### src/rtl/decode_hazard_pipe_pkg.sv
// Shared types and helpers for the decode-stage ID/EX register and its
// forwarding / load-use hazard logic.
package decode_pkg;

    typedef enum logic {RUN = 1'b0, STALL = 1'b1} fsm_state_e;

    localparam int FSEL_RF = 0;
    localparam int MAX_FWD = 32;

    // Lowest set bit among the first n entries of match; n when none is set.
    function automatic int nearest_prod(input logic [MAX_FWD-1:0] match, input int n);
        nearest_prod = n;
        for (int k = MAX_FWD - 1; k >= 0; k--) begin
            if (k < n && match[k]) nearest_prod = k;
        end
    endfunction

endpackage

### src/rtl/decode_hazard_pipe_fwd_match.sv
// Per-source producer matcher: forward select (nearest producer first) and
// the number of stall cycles a load-use hazard on this source requires.
module decode_fwd_match
    import decode_pkg::*;
#(
    parameter int NUM_FWD  = 2,
    parameter int REG_AW   = 5,
    parameter int LOAD_LAT = 1,
    parameter int FSEL_W   = $clog2(NUM_FWD + 1),
    parameter int CNT_W    = $clog2(LOAD_LAT + 1)
) (
    input  logic                            i_valid,
    input  logic                            i_use,
    input  logic [REG_AW-1:0]               i_addr,
    input  logic [NUM_FWD-1:0][REG_AW-1:0]  i_fwd_rd,
    input  logic [NUM_FWD-1:0]              i_fwd_regwrite,
    input  logic [NUM_FWD-1:0]              i_fwd_memread,
    output logic [FSEL_W-1:0]               o_fsel,
    output logic [CNT_W-1:0]                o_stall_n
);

    logic [NUM_FWD-1:0] match;
    logic [MAX_FWD-1:0] match_ext;
    int                 near;
    logic               mr_near;

    // Register 0 is hardwired, so a producer targeting it never forwards.
    for (genvar k = 0; k < NUM_FWD; k++) begin : g_match
        assign match[k] = i_fwd_regwrite[k] && (i_fwd_rd[k] != '0) && (i_fwd_rd[k] == i_addr);
    end

    assign match_ext = MAX_FWD'(match);

    always_comb begin
        near      = nearest_prod(match_ext, NUM_FWD);
        mr_near   = 1'b0;
        o_fsel    = FSEL_W'(FSEL_RF);
        o_stall_n = '0;
        for (int k = 0; k < NUM_FWD; k++) begin
            if (k == near) mr_near = i_fwd_memread[k];
        end
        if (i_use && near < NUM_FWD) begin
            o_fsel = FSEL_W'(near + 1);
            if (i_valid && mr_near && near < LOAD_LAT)
                o_stall_n = CNT_W'(LOAD_LAT - near);
        end
    end

endmodule

### src/rtl/decode_hazard_pipe.sv
// ID/EX pipeline register with forward-select generation, load-use stall FSM,
// and flush / hold / bubble control.
module decode_hazard_pipe
    import decode_pkg::*;
#(
    parameter int DATA_W   = 32,
    parameter int REG_AW   = 5,
    parameter int CTRL_W   = 16,
    parameter int NUM_FWD  = 2,
    parameter int LOAD_LAT = 1,
    parameter int FSEL_W   = $clog2(NUM_FWD + 1)
) (
    input  logic                        i_clk,
    input  logic                        i_rst,
    input  logic                        i_valid_d,
    input  logic [REG_AW-1:0]           i_addr_rs,
    input  logic [REG_AW-1:0]           i_addr_rt,
    input  logic [REG_AW-1:0]           i_addr_rd,
    input  logic                        i_use_rs,
    input  logic                        i_use_rt,
    input  logic [DATA_W-1:0]           i_data_rs,
    input  logic [DATA_W-1:0]           i_data_rt,
    input  logic [DATA_W-1:0]           i_data_imm,
    input  logic [31:0]                 i_addr_pc4,
    input  logic [CTRL_W-1:0]           i_ctrl,
    input  logic                        i_con_regwrite,
    input  logic                        i_con_memread,
    input  logic [NUM_FWD*REG_AW-1:0]   i_addr_fwd_rd,
    input  logic [NUM_FWD-1:0]          i_con_fwd_regwrite,
    input  logic [NUM_FWD-1:0]          i_con_fwd_memread,
    input  logic                        i_flush,
    input  logic                        i_hold_e,
    output logic                        o_stall_d,
    output logic                        o_valid_e,
    output logic [DATA_W-1:0]           o_data_rs,
    output logic [DATA_W-1:0]           o_data_rt,
    output logic [DATA_W-1:0]           o_data_imm,
    output logic [31:0]                 o_addr_pc4,
    output logic [REG_AW-1:0]           o_addr_rd,
    output logic [REG_AW-1:0]           o_addr_rt,
    output logic [CTRL_W-1:0]           o_ctrl,
    output logic                        o_con_regwrite,
    output logic                        o_con_memread,
    output logic [FSEL_W-1:0]           o_con_Efamux,
    output logic [FSEL_W-1:0]           o_con_Efbmux
);

    localparam int CNT_W = $clog2(LOAD_LAT + 1);

    typedef struct packed {
        logic              valid;
        logic [DATA_W-1:0] data_rs;
        logic [DATA_W-1:0] data_rt;
        logic [DATA_W-1:0] data_imm;
        logic [31:0]       addr_pc4;
        logic [REG_AW-1:0] addr_rd;
        logic [REG_AW-1:0] addr_rt;
        logic [CTRL_W-1:0] ctrl;
        logic              regwrite;
        logic              memread;
        logic [FSEL_W-1:0] fa;
        logic [FSEL_W-1:0] fb;
    } ex_t;

    ex_t        ex_q, ex_d, ld, bub;
    fsm_state_e state_q, state_d;
    logic [CNT_W-1:0] cnt_q, cnt_d, n_max;
    logic       hazard;

    logic [NUM_FWD-1:0][REG_AW-1:0] fwd_rd;
    logic [1:0][REG_AW-1:0]         src_addr;
    logic [1:0]                     src_use;
    logic [1:0][FSEL_W-1:0]         src_fsel;
    logic [1:0][CNT_W-1:0]          src_n;

    assign fwd_rd   = i_addr_fwd_rd;
    assign src_addr = {i_addr_rt, i_addr_rs};
    assign src_use  = {i_use_rt, i_use_rs};

    // Source 0 = rs, source 1 = rt.
    for (genvar s = 0; s < 2; s++) begin : g_src
        decode_fwd_match #(
            .NUM_FWD (NUM_FWD),
            .REG_AW  (REG_AW),
            .LOAD_LAT(LOAD_LAT),
            .FSEL_W  (FSEL_W),
            .CNT_W   (CNT_W)
        ) u_match (
            .i_valid        (i_valid_d),
            .i_use          (src_use[s]),
            .i_addr         (src_addr[s]),
            .i_fwd_rd       (fwd_rd),
            .i_fwd_regwrite (i_con_fwd_regwrite),
            .i_fwd_memread  (i_con_fwd_memread),
            .o_fsel         (src_fsel[s]),
            .o_stall_n      (src_n[s])
        );
    end

    always_comb begin
        ld          = '0;
        ld.valid    = i_valid_d;
        ld.data_rs  = i_data_rs;
        ld.data_rt  = i_data_rt;
        ld.data_imm = i_data_imm;
        ld.addr_pc4 = i_addr_pc4;
        ld.addr_rd  = i_addr_rd;
        ld.addr_rt  = i_addr_rt;
        ld.ctrl     = i_ctrl;
        ld.regwrite = i_con_regwrite;
        ld.memread  = i_con_memread;
        ld.fa       = src_fsel[0];
        ld.fb       = src_fsel[1];

        bub          = ld;
        bub.valid    = 1'b0;
        bub.regwrite = 1'b0;
        bub.memread  = 1'b0;

        n_max     = (src_n[0] > src_n[1]) ? src_n[0] : src_n[1];
        hazard    = (state_q == RUN) && (n_max != '0);
        o_stall_d = !i_rst && !i_flush && (i_hold_e || state_q == STALL || hazard);

        ex_d    = ex_q;
        state_d = state_q;
        cnt_d   = cnt_q;
        if (i_flush) begin
            ex_d    = bub;
            state_d = RUN;
            cnt_d   = '0;
        end else if (i_hold_e) begin
            // everything frozen
        end else if (state_q == STALL) begin
            ex_d    = bub;
            cnt_d   = cnt_q - CNT_W'(1);
            state_d = (cnt_d == '0) ? RUN : STALL;
        end else if (hazard) begin
            // The hazard cycle itself is the first bubble, hence n-1 remaining.
            ex_d    = bub;
            cnt_d   = n_max - CNT_W'(1);
            state_d = (cnt_d != '0) ? STALL : RUN;
        end else begin
            ex_d = ld;
        end
    end

    always_ff @(posedge i_clk) begin
        if (i_rst) begin
            ex_q    <= '0;
            state_q <= RUN;
            cnt_q   <= '0;
        end else begin
            ex_q    <= ex_d;
            state_q <= state_d;
            cnt_q   <= cnt_d;
        end
    end

    assign o_valid_e      = ex_q.valid;
    assign o_data_rs      = ex_q.data_rs;
    assign o_data_rt      = ex_q.data_rt;
    assign o_data_imm     = ex_q.data_imm;
    assign o_addr_pc4     = ex_q.addr_pc4;
    assign o_addr_rd      = ex_q.addr_rd;
    assign o_addr_rt      = ex_q.addr_rt;
    assign o_ctrl         = ex_q.ctrl;
    assign o_con_regwrite = ex_q.regwrite;
    assign o_con_memread  = ex_q.memread;
    assign o_con_Efamux   = ex_q.fa;
    assign o_con_Efbmux   = ex_q.fb;

endmodule

### config.mk
export PLATFORM = sky130hd
export DESIGN_NAME = decode_hazard_pipe
export DESIGN_NICKNAME = d
export VERILOG_FILES = /design/src/rtl/decode_hazard_pipe_pkg.sv /design/src/rtl/decode_hazard_pipe_fwd_match.sv /design/src/rtl/decode_hazard_pipe.sv
export SDC_FILE = /design/constraint.sdc
export NUM_CORES = 1
export LEC_CHECK = 0
export CAP_MARGIN = 10
export CORE_AREA = 8 8 128 178
export DETAILED_ROUTE_END_ITERATION = 10
export DIE_AREA = 0 0 136 186
export DONT_BUFFER_PORTS = 1
export SYNTH_ARGS = -nofsm -noshare
export SYNTH_HDL_FRONTEND = slang
export SYNTH_SLANG_ARGS = --single-unit
### constraint.sdc
create_clock -name i_clk -period 3.4 [get_ports i_clk]
set_input_delay 0.68 -clock i_clk [delete_from_list [all_inputs] [get_ports i_clk]]
set_output_delay 0.68 -clock i_clk [all_outputs]
set_load 0.02 [all_outputs]
==> run metrics <==
outcome complete, no violations; area leader, netlist dfxtp_1; total number of vias 4792; worst-margin pin slew 849 ps; TritonCTS clock tree yes; crit-path max FO 3; Die Span X 136 µm; post-synth cell types 31; met2 wire len 9180 µm; warnings from Yosys 0; # setup viols final 0; first-pass GRT wire length 26400 µm; CTS Buf Count 17; port buffer count 0; crit start category primary input; Filler cells 2151; H-tree levels 4; I/O pin total 344; Antenna Cells 0; Wirelength per Cell 18.2 µm; Worst VDD drop 0.000306 V; DRC viols 0; minimum clock period after layout 3280 ps; CP Capture Type primary output; wl on met1 6410 µm; Root Buffer clkbuf_16; GP Congestion 0.776; router iterations before antenna repair 4; Area growth, synth to finish 15.1%; largest net degree at the start of global routing ~160; Final Hold Viols 0; r2r startpoint state_q; top sig layer met4; Slew HR 43.4%; multi-input logic area about 0.0025 mm²; total wire length around 18000 µm; Worst-Skew Late Latency 410 ps; number of global-route vias before repair 4671; vias per std cell slightly below 5; Final Slew Violations 0; synthesized area 0.00592 mm²; WP data required 2720 ps; Post-synth EDFFs 0; GRT Util Overall 13.3%; Power Dens Cells slightly below 700 mW/mm²; post-route cell area 0.00682 mm²; Hold Path Class in -> reg; register area 0.00326 mm²; initial core utilization between 20 and 30%; Synth area leaders dfxtp_1 55%, nand2_1 20%, a21oi_1 13%; dpl hpwl 13000 µm; crit path DAT about 2600 ps; worst setup path start i_addr_fwd_rd[5]; initial antenna violation count 0; placed cell areas about 0.0061 mm²; Routed Antenna Nets 0; Avg Synthesized Cell Area 7.90 µm²; Placement Setup Slack -34.2 ps; Synth async-reset ratio 0%; Setup Crit Path Kind in -> out; Period Utilization, post-route 96.4%; top_reg_cell synth dfxtp_1; global route total overflow 0; Clock Skew 3.94 ps; register bit total from synthesis 163; Synth top area share 55.1%; max cap viols 0; Lkg Pwr 2.69 nW; met3 WL approximately 2100 µm; DR iter-0 viols between 200 and 300; sequential area share after synthesis 55.1%; Hold Crit Start i_rst; Bufs on Longest Clock Path 2; Post-Syn Nets roughly 930; die height between 150 and 200 µm; worst setup margin about 120 ps; NumNets Final between 900 and 1k; layout cell share with drive strength beyond 1 between 6 and 7%; clock transition at the registers of the reported paths 60 ps; final core utilization 33.8%; Post-Syn Instances 750; core box area 0.0202 mm²; FMAX 305 MHz; clock sink total around 160; row count 62; die area 0.0253 mm²
final cells by class:
class / instances / area share [%]
sequential: 163 / 47.8
multi-input combinational: 532 / 36.6
clock buffer: 19 / 6.49
tap: 256 / 4.70
clock inverter: 11 / 3.32
timing repair buffer: 7 / 0.954
inverter: 2 / 0.110
critical path: stages:
cell,delay [ps]
or4_1,500
o21ai_1,250
nor4_2,120
or2_1,230
ha_1,200
nand4_1,120
o41ai_4,100
o31a_1,410
cell usage in the layout, fill, tap and decap left out, types with 3 or more instances in the layout:
cell type,count
xnor2_1,16
nand2_1,315
dfxtp_1,163
bufinv_16,6
buf_4,6
a22o_1,3
nand3_1,6
xor2_1,4
nor4_2,3
a21oi_1,158
clkinv_4,3
clkbuf_16,17
synthesized netlist by cell type (all sizes together) (2+ instances only):
cell,number
clkbuf,47
o21ai,2
nand3,6
nor3,2
xnor2,16
dfxtp,163
nand2b,3
nor4,3
a21oi,158
buf,6
nand4,2
nor4b,2
or4,2
o2111ai,2
nor2,3
xor2,4
a22o,3
inv,2
ha,2
or2,2
nand2,315
repair_timing:
action | 4_1_cts | 5_1_grt
resized for setup | 1 | 3
pin swaps | 0 | 3
hold buffers | 0 | 0
setup buffers | 0 | 3
hold endpoints to repair | 0 | 0
endpoints found under the setup margin | 1 | 1
final timing paths:
kind | to | slack, ps | depth (start not counted)
setup / recovery | o_stall_d | 120 | 8
hold / removal | o_data_rt[21] | 330 | 1
setup reg to reg | o_valid_e | 2220 | 5
hold reg to reg | cnt_q | 490 | 2
per-layer routing:
metal  GRT usage (%)  vias up
met4            5.07        0
met1            13.8     2178
li1                -     2376
met3            6.70       17
met5               0        -
met2            22.6      221
logic make-up after synthesis:
group                      synth area share (%)
buffers and inverters                      3.55
adders and majority gates                 0.422
DFF                                        55.1
and+or+nand+nor                            22.7
AOI/OAI and AO/OA                          15.2
xor gates and xnor gates                   2.96
registers in the layout (all words and copies together) (netlist names):
signal / flops
o_con_Efbmux: 2
o_ctrl: 16
cnt_q: 1
o_con_Efamux: 2
o_addr_pc4: 32
o_addr_rt: 5
o_data_rt: 32
o_con_memread: 1
o_addr_rd: 5
o_con_regwrite: 1
o_data_rs: 32
o_valid_e: 1
state_q: 1
o_data_imm: 32
through the flow:
stage / std cells / hold slack, ps / total power, mW / setup TNS (ps)
after floorplan: 750 / 459 / 2.48 / 0
after global placement: 957 / 482 / 2.53 / 0
after detailed placement: 957 / 490 / 2.54 / -34.2
after CTS: 987 / 306 / 4.75 / 0
after global routing: 990 / 296 / 4.87 / -1.55
final: 990 / 331 / 4.68 / 0
power by group:
part           leakage (nW)  switching [mW]  total [mW]  internal [mW]
registers              1.35           0.228        2.25           2.03
clock network         0.326           0.791        2.19           1.40
logic                  1.01           0.140       0.238         0.0981
Note: power is estimated with default switching activity, not from simulation.
